File: config.mk
export PLATFORM = sky130hd
export DESIGN_NAME = rom_port_arbiter
export DESIGN_NICKNAME = d
export VERILOG_FILES = /design/src/rtl/rom_port_arbiter.sv
export SDC_FILE = /design/constraint.sdc
export NUM_CORES = 1
export LEC_CHECK = 0
export CORE_AREA = 2 2 93 95
export DETAILED_ROUTE_END_ITERATION = 16
export DIE_AREA = 0 0 95 97
export PLACE_DENSITY = 0.86
export SLEW_MARGIN = 20
export SYNTH_ARGS = -nofsm -noshare
export SYNTH_HDL_FRONTEND = slang
export SYNTH_SLANG_ARGS = --single-unit
File: constraint.sdc
create_clock -name clk -period 4.15 [get_ports clk]
set_input_delay 1.0375 -clock clk [delete_from_list [all_inputs] [get_ports clk]]
set_output_delay 1.0375 -clock clk [all_outputs]
set_load 0.02 [all_outputs]
File: src/rtl/rom_port_arbiter.sv
// rtl/rom_port_arbiter.sv - two-port arbiter for the shared combinational ROM read port
// One response outstanding at a time; each response is held until its requester consumes it.
module rom_port_arbiter #(
  parameter int DEPTH       = 512,
  parameter int ROUND_ROBIN = 1,
  parameter int CHECK_ALIGN = 1
) (
  input  logic        clk,
  input  logic        reset_n,
  input  logic        req0_valid,
  input  logic [31:0] req0_addr,
  output logic        req0_ready,
  output logic        rsp0_valid,
  output logic [31:0] rsp0_data,
  output logic        rsp0_error,
  input  logic        rsp0_ready,
  input  logic        req1_valid,
  input  logic [31:0] req1_addr,
  output logic        req1_ready,
  output logic        rsp1_valid,
  output logic [31:0] rsp1_data,
  output logic        rsp1_error,
  input  logic        rsp1_ready,
  output logic [31:0] rom_read_address,
  input  logic [31:0] rom_read_data,
  input  logic        rom_illegal
);

  typedef enum logic [1:0] {
    IDLE  = 2'd0,
    HOLD0 = 2'd1,
    HOLD1 = 2'd2
  } state_e;

  localparam logic [32:0] ADDR_LIMIT = 33'(4 * DEPTH);
  localparam bit          USE_RR     = (ROUND_ROBIN != 0);
  localparam bit          USE_ALIGN  = (CHECK_ALIGN != 0);

  state_e      state_q;
  logic        last_grant_q;
  logic [31:0] rsp0_data_q;
  logic [31:0] rsp1_data_q;
  logic        rsp0_error_q;
  logic        rsp1_error_q;

  logic        grant;
  logic        can_issue;
  logic [31:0] sel_addr;
  logic        addr_error;
  logic        accept0;
  logic        accept1;

  // grant is 0 when nobody requests; ready is additionally qualified by valid
  always_comb begin
    grant = 1'b0;
    if (req0_valid && req1_valid) begin
      if (USE_RR) begin
        grant = ~last_grant_q;
      end
    end else if (req1_valid) begin
      grant = 1'b1;
    end
  end

  assign can_issue = (state_q == IDLE)
                   | ((state_q == HOLD0) & rsp0_ready)
                   | ((state_q == HOLD1) & rsp1_ready);

  assign req0_ready = can_issue & req0_valid & ~grant;
  assign req1_ready = can_issue & req1_valid & grant;
  assign accept0    = req0_valid & req0_ready;
  assign accept1    = req1_valid & req1_ready;

  assign sel_addr         = grant ? req1_addr : req0_addr;
  assign rom_read_address = (req0_valid | req1_valid) ? sel_addr : 32'd0;

  assign addr_error = rom_illegal
                    | ({1'b0, sel_addr} >= ADDR_LIMIT)
                    | (USE_ALIGN & (|sel_addr[1:0]));

  always_ff @(posedge clk) begin
    if (!reset_n) begin
      state_q      <= IDLE;
      last_grant_q <= 1'b1;
      rsp0_data_q  <= 32'd0;
      rsp1_data_q  <= 32'd0;
      rsp0_error_q <= 1'b0;
      rsp1_error_q <= 1'b0;
    end else if (accept0) begin
      rsp0_data_q  <= rom_read_data;
      rsp0_error_q <= addr_error;
      state_q      <= HOLD0;
      last_grant_q <= 1'b0;
    end else if (accept1) begin
      rsp1_data_q  <= rom_read_data;
      rsp1_error_q <= addr_error;
      state_q      <= HOLD1;
      last_grant_q <= 1'b1;
    end else if (can_issue) begin
      state_q <= IDLE;
    end
  end

  assign rsp0_valid = (state_q == HOLD0);
  assign rsp1_valid = (state_q == HOLD1);
  assign rsp0_data  = rsp0_data_q;
  assign rsp1_data  = rsp1_data_q;
  assign rsp0_error = rsp0_error_q;
  assign rsp1_error = rsp1_error_q;

endmodule

Word-level counts from Yosys, hierarchy flattened
Index checks and enable logic that the tools add are counted.
{"block": "totals", "register_bits": 69, "in_bits": 103, "output_inout_bits": 102, "word_cells": 44}
{"block": "classes", "n_lt_le_gt_ge": 1, "n_eq_ne": 2, "mux": 9, "bitwise": 17, "n_reduce_logical": 8}
{"cell": "$mux 32", "count": 2}
{"cell": "$ge 32x12->1 const B", "count": 1}
{"cell": "$and 1x1->1", "count": 8}
{"cell": "$mux 1", "count": 5}
{"cell": "$or 1x1->1", "count": 5}
{"cell": "$mux 2", "count": 2}
{"cell": "$not 1->1", "count": 4}
{"cell": "$reduce_bool 2->1", "count": 2}
{"cell": "$reduce_or 2->1", "count": 2}
{"cell": "$reduce_bool 3->1", "count": 1}
{"cell": "$eq 2x1->1 const B", "count": 1}
{"cell": "$eq 2x2->1 const B", "count": 1}
{"cell": "$logic_not 2->1", "count": 1}
{"cell": "$reduce_and 2->1", "count": 1}
{"cell": "$logic_and 1x1->1", "count": 1}

Longest topological paths before layout
Gate-level depths: netlist (run 1).
{"block": "logic_depth", "ltp_word": 9, "mapped_depth": 8, "depth_no_buf": 5}

Worst setup path after synthesis (run 1)
No wires, ideal clock.
{"block": "synth_path", "path_type": "input to output", "start": "in req0_valid", "end": "out rom_read_address[0]", "arrival_ns": 2.197, "required_ns": 3.113, "slack_ns": 0.915, "stages": 5, "path_buffers": 2, "path_cell_list": "buf_6 > a21boi_1 > clkbuf_1 > nand2_1 > a21oi_1"}
{"block": "synth_via", "elab_chain_len": 4, "word_cells_on_any_way": 5, "cone_classes": "3 x mux; 1 x bitwise; 1 x reduce/logical"}
{"item": "start, declared", "line": "10", "text": "input logic req0_valid,"}
{"item": "$logic_and 1x1->1", "line": "56", "text": "if (req0_valid && req1_valid) begin"}
{"item": "$mux 1", "line": "56"}
{"item": "$mux 32", "line": "74", "text": "assign sel_addr = grant ? req1_addr : req0_addr;"}
{"item": "$mux 32 (*)", "line": "75", "text": "assign rom_read_address = (req0_valid | req1_valid) ? sel_addr : 32'd0;"}
{"item": "end, declared", "line": "24", "text": "output logic [31:0] rom_read_address,"}
Every way passes the cells marked *; elsewhere a longest branch is shown, timed or not.

Worst setup path after layout (run 1)
{"block": "layout_path", "start": "in req0_valid", "end": "out rom_read_address[12]"}
The elaborated chain is that of the path after synthesis.

==> results_dict.tcl, run 1 <==
set metrics [dict create \
    status "complete, no violations" \
    io_pins 205 \
    die_h_microns 97 \
    place_inst 689 \
    areaGrowthSynthToFinish_pct 70.6 \
    start_util_pct 39.8 \
    synth.avg_cell_area_sq_um 8.14 \
    mappedNetlistNets 501 \
    cts.path.max_buffers 2 \
    dp_slack_ns 0.100 \
    reg2reg_depth 6 \
    clock_skew_ns 0.00892 \
    routed-via-count 3516 \
    min-delay-start "rsp0_data[3]$_SDFFE_PN0P_" \
    routed_wl_mm 10.9 \
    core_area_sq_um 8130 \
    period_share_pct 97.8 \
    crit_required_ns 3.11 \
    hold_viol 0 \
    grt_pass1_vias 3525 \
    track_usage_pct 23.0 \
    die_w_microns 95 \
    synthSimpleGateAreaFrac_pct 27.0 \
    layout-drive-gt1-share_pct 4.83 \
    die_area_sq_um 9220 \
    final_cells 705 \
    synthAdderAreaFrac_pct 0 \
    port_buffers 204 \
    power.density_nw_per_um2 323 \
    ir_worst_vdd_uv 138 \
    row_count 33 \
    fmax_mhz 246 \
    crit_type "input pin to output pin" \
    vias_per_cell 4.99 \
    grt_max_degree 70 \
    yosysSeqAreaShare_pct 42.7 \
    gp_congestion 0.919 \
    cts_setup_buffers 0 \
    startpoint "req0_valid" \
    maxSlewHeadroom_pct 44.9 \
    tightest_slew_ns 0.824 \
    cp.arrival_ns 3.02 \
    yosysWarnings 0 \
    grt_pass1_wl_mm 16.7 \
    r2r_end "rsp1_data[5]$_SDFFE_PN0P_" \
    cts_hold_buffers 0 \
    netlist-cell-type-count 29 \
    r2r-start "last_grant_q$_SDFFE_PN1P_" \
    root_buffer "clkbuf_8" \
    crit_fanout 12 \
    cp-end-kind "output pin" \
    ys_seq_elements 69 \
    cp-endpoint "rom_read_address[12]" \
    wl_per_cell_microns 15.5 \
    first_pass_iters 4 \
    clkTransAtPathRegs_ns 0.08 \
    cts-buffers-inserted 9 \
    period_minus_slack_ns 4.06 \
    clk_latency_ns 0.34 \
    h-tree-depth 3 \
    dpl.hpwl_mm 8.40 \
    cts_tree "done" \
    fin_nets 698 \
    drc_errors 0 \
    dr.first_iter.drc_count 85 \
    slew_viol_final 0 \
    syn_inst 398 \
    synth_top_family_by_area "simple AND/OR/NAND/NOR gates" \
    muxShareOfSynthArea_pct 9.89 \
    synth_compound_area_share_pct 14.7 \
    reg2reg_slack_ns 2.17 \
    p_leak_nw 2.06 \
    n_antenna_cell 0 \
    rsz0062_at_grt "no" \
    synth.cell_area_sq_um 3240 \
    maxCapViolCount 0 \
    ant_nets 0 \
    clock-sinks 69 \
    synth-xor-area-share_pct 0 \
    cts_resized 0 \
    timing.final.ws_setup_ns 0.0914 \
    finalSetupTns_ns 0 \
    finalSetupViolations 0 \
    antenna_found_initial 0 \
    cp-start-kind "input pin" \
    grt-ovfl-total 0 \
    hold_path_class "flip-flop to flip-flop" \
]
routing by layer:
layer | track usage (%) | part of all wire (%)
met1 | 24.3 | 37
met2 | 42.7 | 52
met3 | 5.45 | 7.6
met4 | 9.14 | 3.0
met5 | 0 | 0
layout by cell type, fill, tap and decap left out, types with 2 or more instances in the layout:
cell | synthesis | routed
nand2_1 | 129 | 129
nor3_1 | 4 | 4
clkbuf_8 | 0 | 9
nor2b_1 | 35 | 35
buf_12 | 2 | 2
o21ai_0 | 3 | 3
nand3_1 | 12 | 12
clkdlybuf4s50_1 | 0 | 204
nor4_1 | 8 | 8
buf_4 | 0 | 8
nor2_1 | 4 | 4
a41oi_1 | 2 | 2
mux2i_1 | 32 | 32
clkinv_4 | 0 | 2
clkinvlp_4 | 0 | 3
a21boi_1 | 7 | 6
nand4_1 | 2 | 2
a21boi_0 | 28 | 28
dfxtp_1 | 69 | 69
a21oi_1 | 23 | 23
nand2b_1 | 2 | 2
inv_1 | 2 | 2
area by class of cell:
class | count | area [sq um]
fillers | 616 | 2610
repair buffers | 214 | 2140
multi-input cells | 298 | 1680
flip-flops and latches | 69 | 1380
well taps | 105 | 131
clock buffers | 10 | 128
clock inverters | 6 | 48.8
inverters | 3 | 11.3
worst min path at each step:
stage	to	slack, ns	depth (start not counted)
global placement	rsp0_data[6]$_SDFFE_PN0P_	0.44	2
finish	rsp0_data[3]$_SDFFE_PN0P_	0.46	2
CTS	rsp0_data[3]$_SDFFE_PN0P_	0.46	2
global route	rsp0_data[30]$_SDFFE_PN0P_	0.50	2
detailed placement	rsp0_data[3]$_SDFFE_PN0P_	0.45	2
floorplan	last_grant_q$_SDFFE_PN1P_	0.48	1
cell usage after synthesis:
master / count / area share [%]
a211oi_2: 1 / 0.39
a21bo_1: 1 / 0.31
a21boi_0: 28 / 6.5
a21boi_1: 7 / 1.6
a21oi_1: 23 / 3.6
a22oi_1: 1 / 0.23
a41oi_1: 2 / 0.54
buf_12: 2 / 1.2
buf_2: 4 / 0.62
buf_6: 3 / 1.0
buf_8: 1 / 0.46
clkbuf_1: 18 / 2.1
dfxtp_1: 69 / 43
inv_1: 2 / 0.23
inv_2: 1 / 0.12
mux2i_1: 32 / 9.9
nand2_1: 129 / 15
nand2b_1: 2 / 0.39
nand3_1: 12 / 1.9
nand4_1: 2 / 0.39
nor2_1: 4 / 0.46
nor2b_1: 35 / 6.8
nor3_1: 4 / 0.62
nor4_1: 8 / 1.5
o2111ai_2: 1 / 0.46
o211ai_1: 1 / 0.23
o21a_1: 1 / 0.23
o21ai_0: 3 / 0.46
o21ai_1: 1 / 0.15
cell families (layout without fill, tap and decap cells):
| kind of cell | count (synthesis) | count (layout) |
|---|---|---|
| simple gates | 196 | 196 |
| mux | 32 | 32 |
| flops | 69 | 69 |
| compound gates | 70 | 70 |
| buf+inv | 31 | 233 |
critical path: stages:
cell and delay [ns]:
clkdlybuf4s50_1 0.42, nor2_1 0.65, buf_4 0.30, a21oi_1 0.07, clkdlybuf4s50_1 0.54
through the flow:
| step | cell area (sq um) | power, W | hold slack, ns | utilization, % |
|---|---|---|---|---|
| after floorplan | 3240 | 0.00102 | 0.482 | - |
| after global placement | 5350 | 0.00131 | 0.441 | 65.7 |
| after detailed placement | 5350 | 0.00132 | 0.452 | 65.7 |
| after CTS | 5520 | 0.00180 | 0.463 | 67.9 |
| after global routing | 5520 | 0.00187 | 0.497 | 67.9 |
| final | 5520 | 0.00178 | 0.462 | 67.9 |
sequential cells by signal (all words and copies together), names as in the netlist:
signal	flops
rsp0_data	32
state_q	2
rsp1_error	1
last_grant_q	1
rsp1_data	32
rsp0_error	1
power breakdown:
group | switching [W] | internal (W) | total [W]
sequential | 0.0000256 | 0.000708 | 0.000733
combinational | 0.000276 | 0.000292 | 0.000568
clock | 0.000262 | 0.000221 | 0.000482
Power figures use the tool's default switching activity.
==> run 2: changes to the inputs <==
CTS_CLUSTER_SIZE = 24   (was unset)
PLACE_DENSITY = 0.95   (was 0.86)
==> results_dict.tcl, run 2 (synthesis gave the netlist of run 1 again) <==
set metrics [dict create \
    p_leak_nw 2.08 \
    die_h_microns 97 \
    h-tree-depth 3 \
    grt_use_met3_pct 5.76 \
    antenna_found_initial 0 \
    fmax_mhz 246 \
    clk_latency_ns 0.34 \
    hold_path_class "flip-flop to flip-flop" \
    clkTransAtPathRegs_ns 0.07 \
    dr.first_iter.drc_count 91 \
    ant_nets 0 \
    cpPeakStageDelay_ns 0.64 \
    fin_nets 696 \
    start_util_pct 39.8 \
    clock_skew_ns 0.00759 \
    combPwrFrac_pct 30.6 \
    cts.path.max_buffers 2 \
    ir_worst_vdd_uv 173 \
    grt_max_degree 50 \
    crit_fanout 36 \
    crit_buf_inv 3 \
    hold_viol 0 \
    routed-via-count 3515 \
    dpl.hpwl_mm 8.04 \
    cp.arrival_ns 3.03 \
    cp_common_cell "clkdlybuf4s50_1" \
    global_route.usage.met2_pct 41.6 \
    cp_cell_sequence "clkdlybuf4s50_1, a21bo_1, buf_12, nand2_1, a21oi_1, clkdlybuf4s50_1" \
    n_antenna_cell 0 \
    grt_pass1_wl_mm 16.8 \
    core_area_sq_um 8130 \
    track_usage_pct 22.9 \
    cts_setup_buffers 0 \
    cp-end-kind "output pin" \
    crit_family "buffers and inverters" \
    design_area_sq_um 5530 \
    grt_use_met1_pct 24.1 \
    layout-drive-gt1-share_pct 4.68 \
    routed_wl_mm 10.6 \
    final_common_cell "clkdlybuf4s50_1" \
    clock-sinks 69 \
    areaGrowthSynthToFinish_pct 70.8 \
    switching_share_pct 30.0 \
    finalSetupViolations 0 \
    crit_type "input pin to output pin" \
    first_pass_iters 4 \
    row_count 33 \
    tightest_slew_ns 0.608 \
    die_area_sq_um 9220 \
    status "complete, no violations" \
    die_w_microns 95 \
    placed_area_sq_um 5330 \
    finalPower_w 0.00184 \
    cts_hold_buffers 0 \
    worst_path_max_delay_cell "clkdlybuf4s50_1" \
    p_switching_w 0.000553 \
    rsz0062_at_grt "no" \
    slew_viol_final 0 \
    most-common-layout-cells "204 x clkdlybuf4s50_1, 129 x nand2_1, 69 x dfxtp_1, 35 x nor2b_1, 32 x mux2i_1" \
    wl_per_cell_microns 15.0 \
    gp_congestion 0.787 \
    cts_tree "done" \
    clkPwrFrac_pct 29.7 \
    maxSlewHeadroom_pct 59.5 \
    root_buffer "clkbuf_8" \
    power.density_nw_per_um2 333 \
    cts_resized 0 \
    drc_errors 0 \
    period_minus_slack_ns 4.06 \
    finalSetupTns_ns 0 \
    cp-start-kind "input pin" \
    grt-ovfl-total 0 \
    period_share_pct 97.9 \
    pwr-share-seq_pct 39.7 \
    port_buffers 204 \
    grt_pass1_vias 3493 \
    vias_per_cell 5.00 \
    cell_internal_pwr_w 0.00129 \
    busiest_layer "met2" \
    cts-buffers-inserted 9 \
    crit_required_ns 3.11 \
    maxCapViolCount 0 \
    io_pins 205 \
]
[run 2: cell type report]
cell class,count,area (sq um)
tap,105,131
inverter,3,11.3
sequential,69,1380
fill,612,2600
clock inverter,6,62.6
timing repair buffer,212,2130
multi-input combinational,298,1680
clock buffer,10,138
[run 2: path summary, 6_finish.rpt]
kind	from	end	slack (ns)	depth (start not counted)
hold / removal	rsp0_data[3]$_SDFFE_PN0P_	rsp0_data[3]$_SDFFE_PN0P_	0.46	2
hold reg to reg	rsp0_data[3]$_SDFFE_PN0P_	rsp0_data[3]$_SDFFE_PN0P_	0.46	2
setup / recovery	req0_valid	rom_read_address[29]	0.09	6
setup reg to reg	last_grant_q$_SDFFE_PN1P_	rsp1_data[13]$_SDFFE_PN0P_	2.22	6
[run 2: metal layers]
| layer | vias up | part of all wire [%] |
|---|---|---|
| li1 | 1717 | - |
| met1 | 1605 | 39 |
| met2 | 171 | 50 |
| met3 | 22 | 8.1 |
| met4 | 0 | 2.7 |
| met5 | - | 0 |
[run 2: worst reg2reg max path, cell delays in order (launching register included)]
cell,delay (ns)
dfxtp_1,0.34
a21bo_1,0.21
buf_12,0.18
a211oi_4,0.18
buf_4,0.53
mux2i_1,0.34
nor2b_1,0.06
[run 2: power by group through the flow]
stage          registers [W]  logic, W  clock network (W)
2_1_floorplan       0.000798  0.000220                  0
3_3_place_gp        0.000745  0.000557                  0
3_5_place_dp        0.000747  0.000566                  0
4_1_cts             0.000732  0.000569           0.000557
5_1_grt             0.000737  0.000603           0.000586
6_report            0.000732  0.000565           0.000547
[run 2: metrics by stage]
stage                     hold WS [ns]  setup slack [ns]  utilization (%)  cells
after global routing             0.478            0.0352             68.0    703
after detailed placement         0.448            0.0777             65.5    687
final                            0.459            0.0866             68.0    703
after CTS                        0.459            0.0730             68.0    703
after floorplan                  0.482             0.915                -    398
after global placement           0.442             0.124             65.5    687
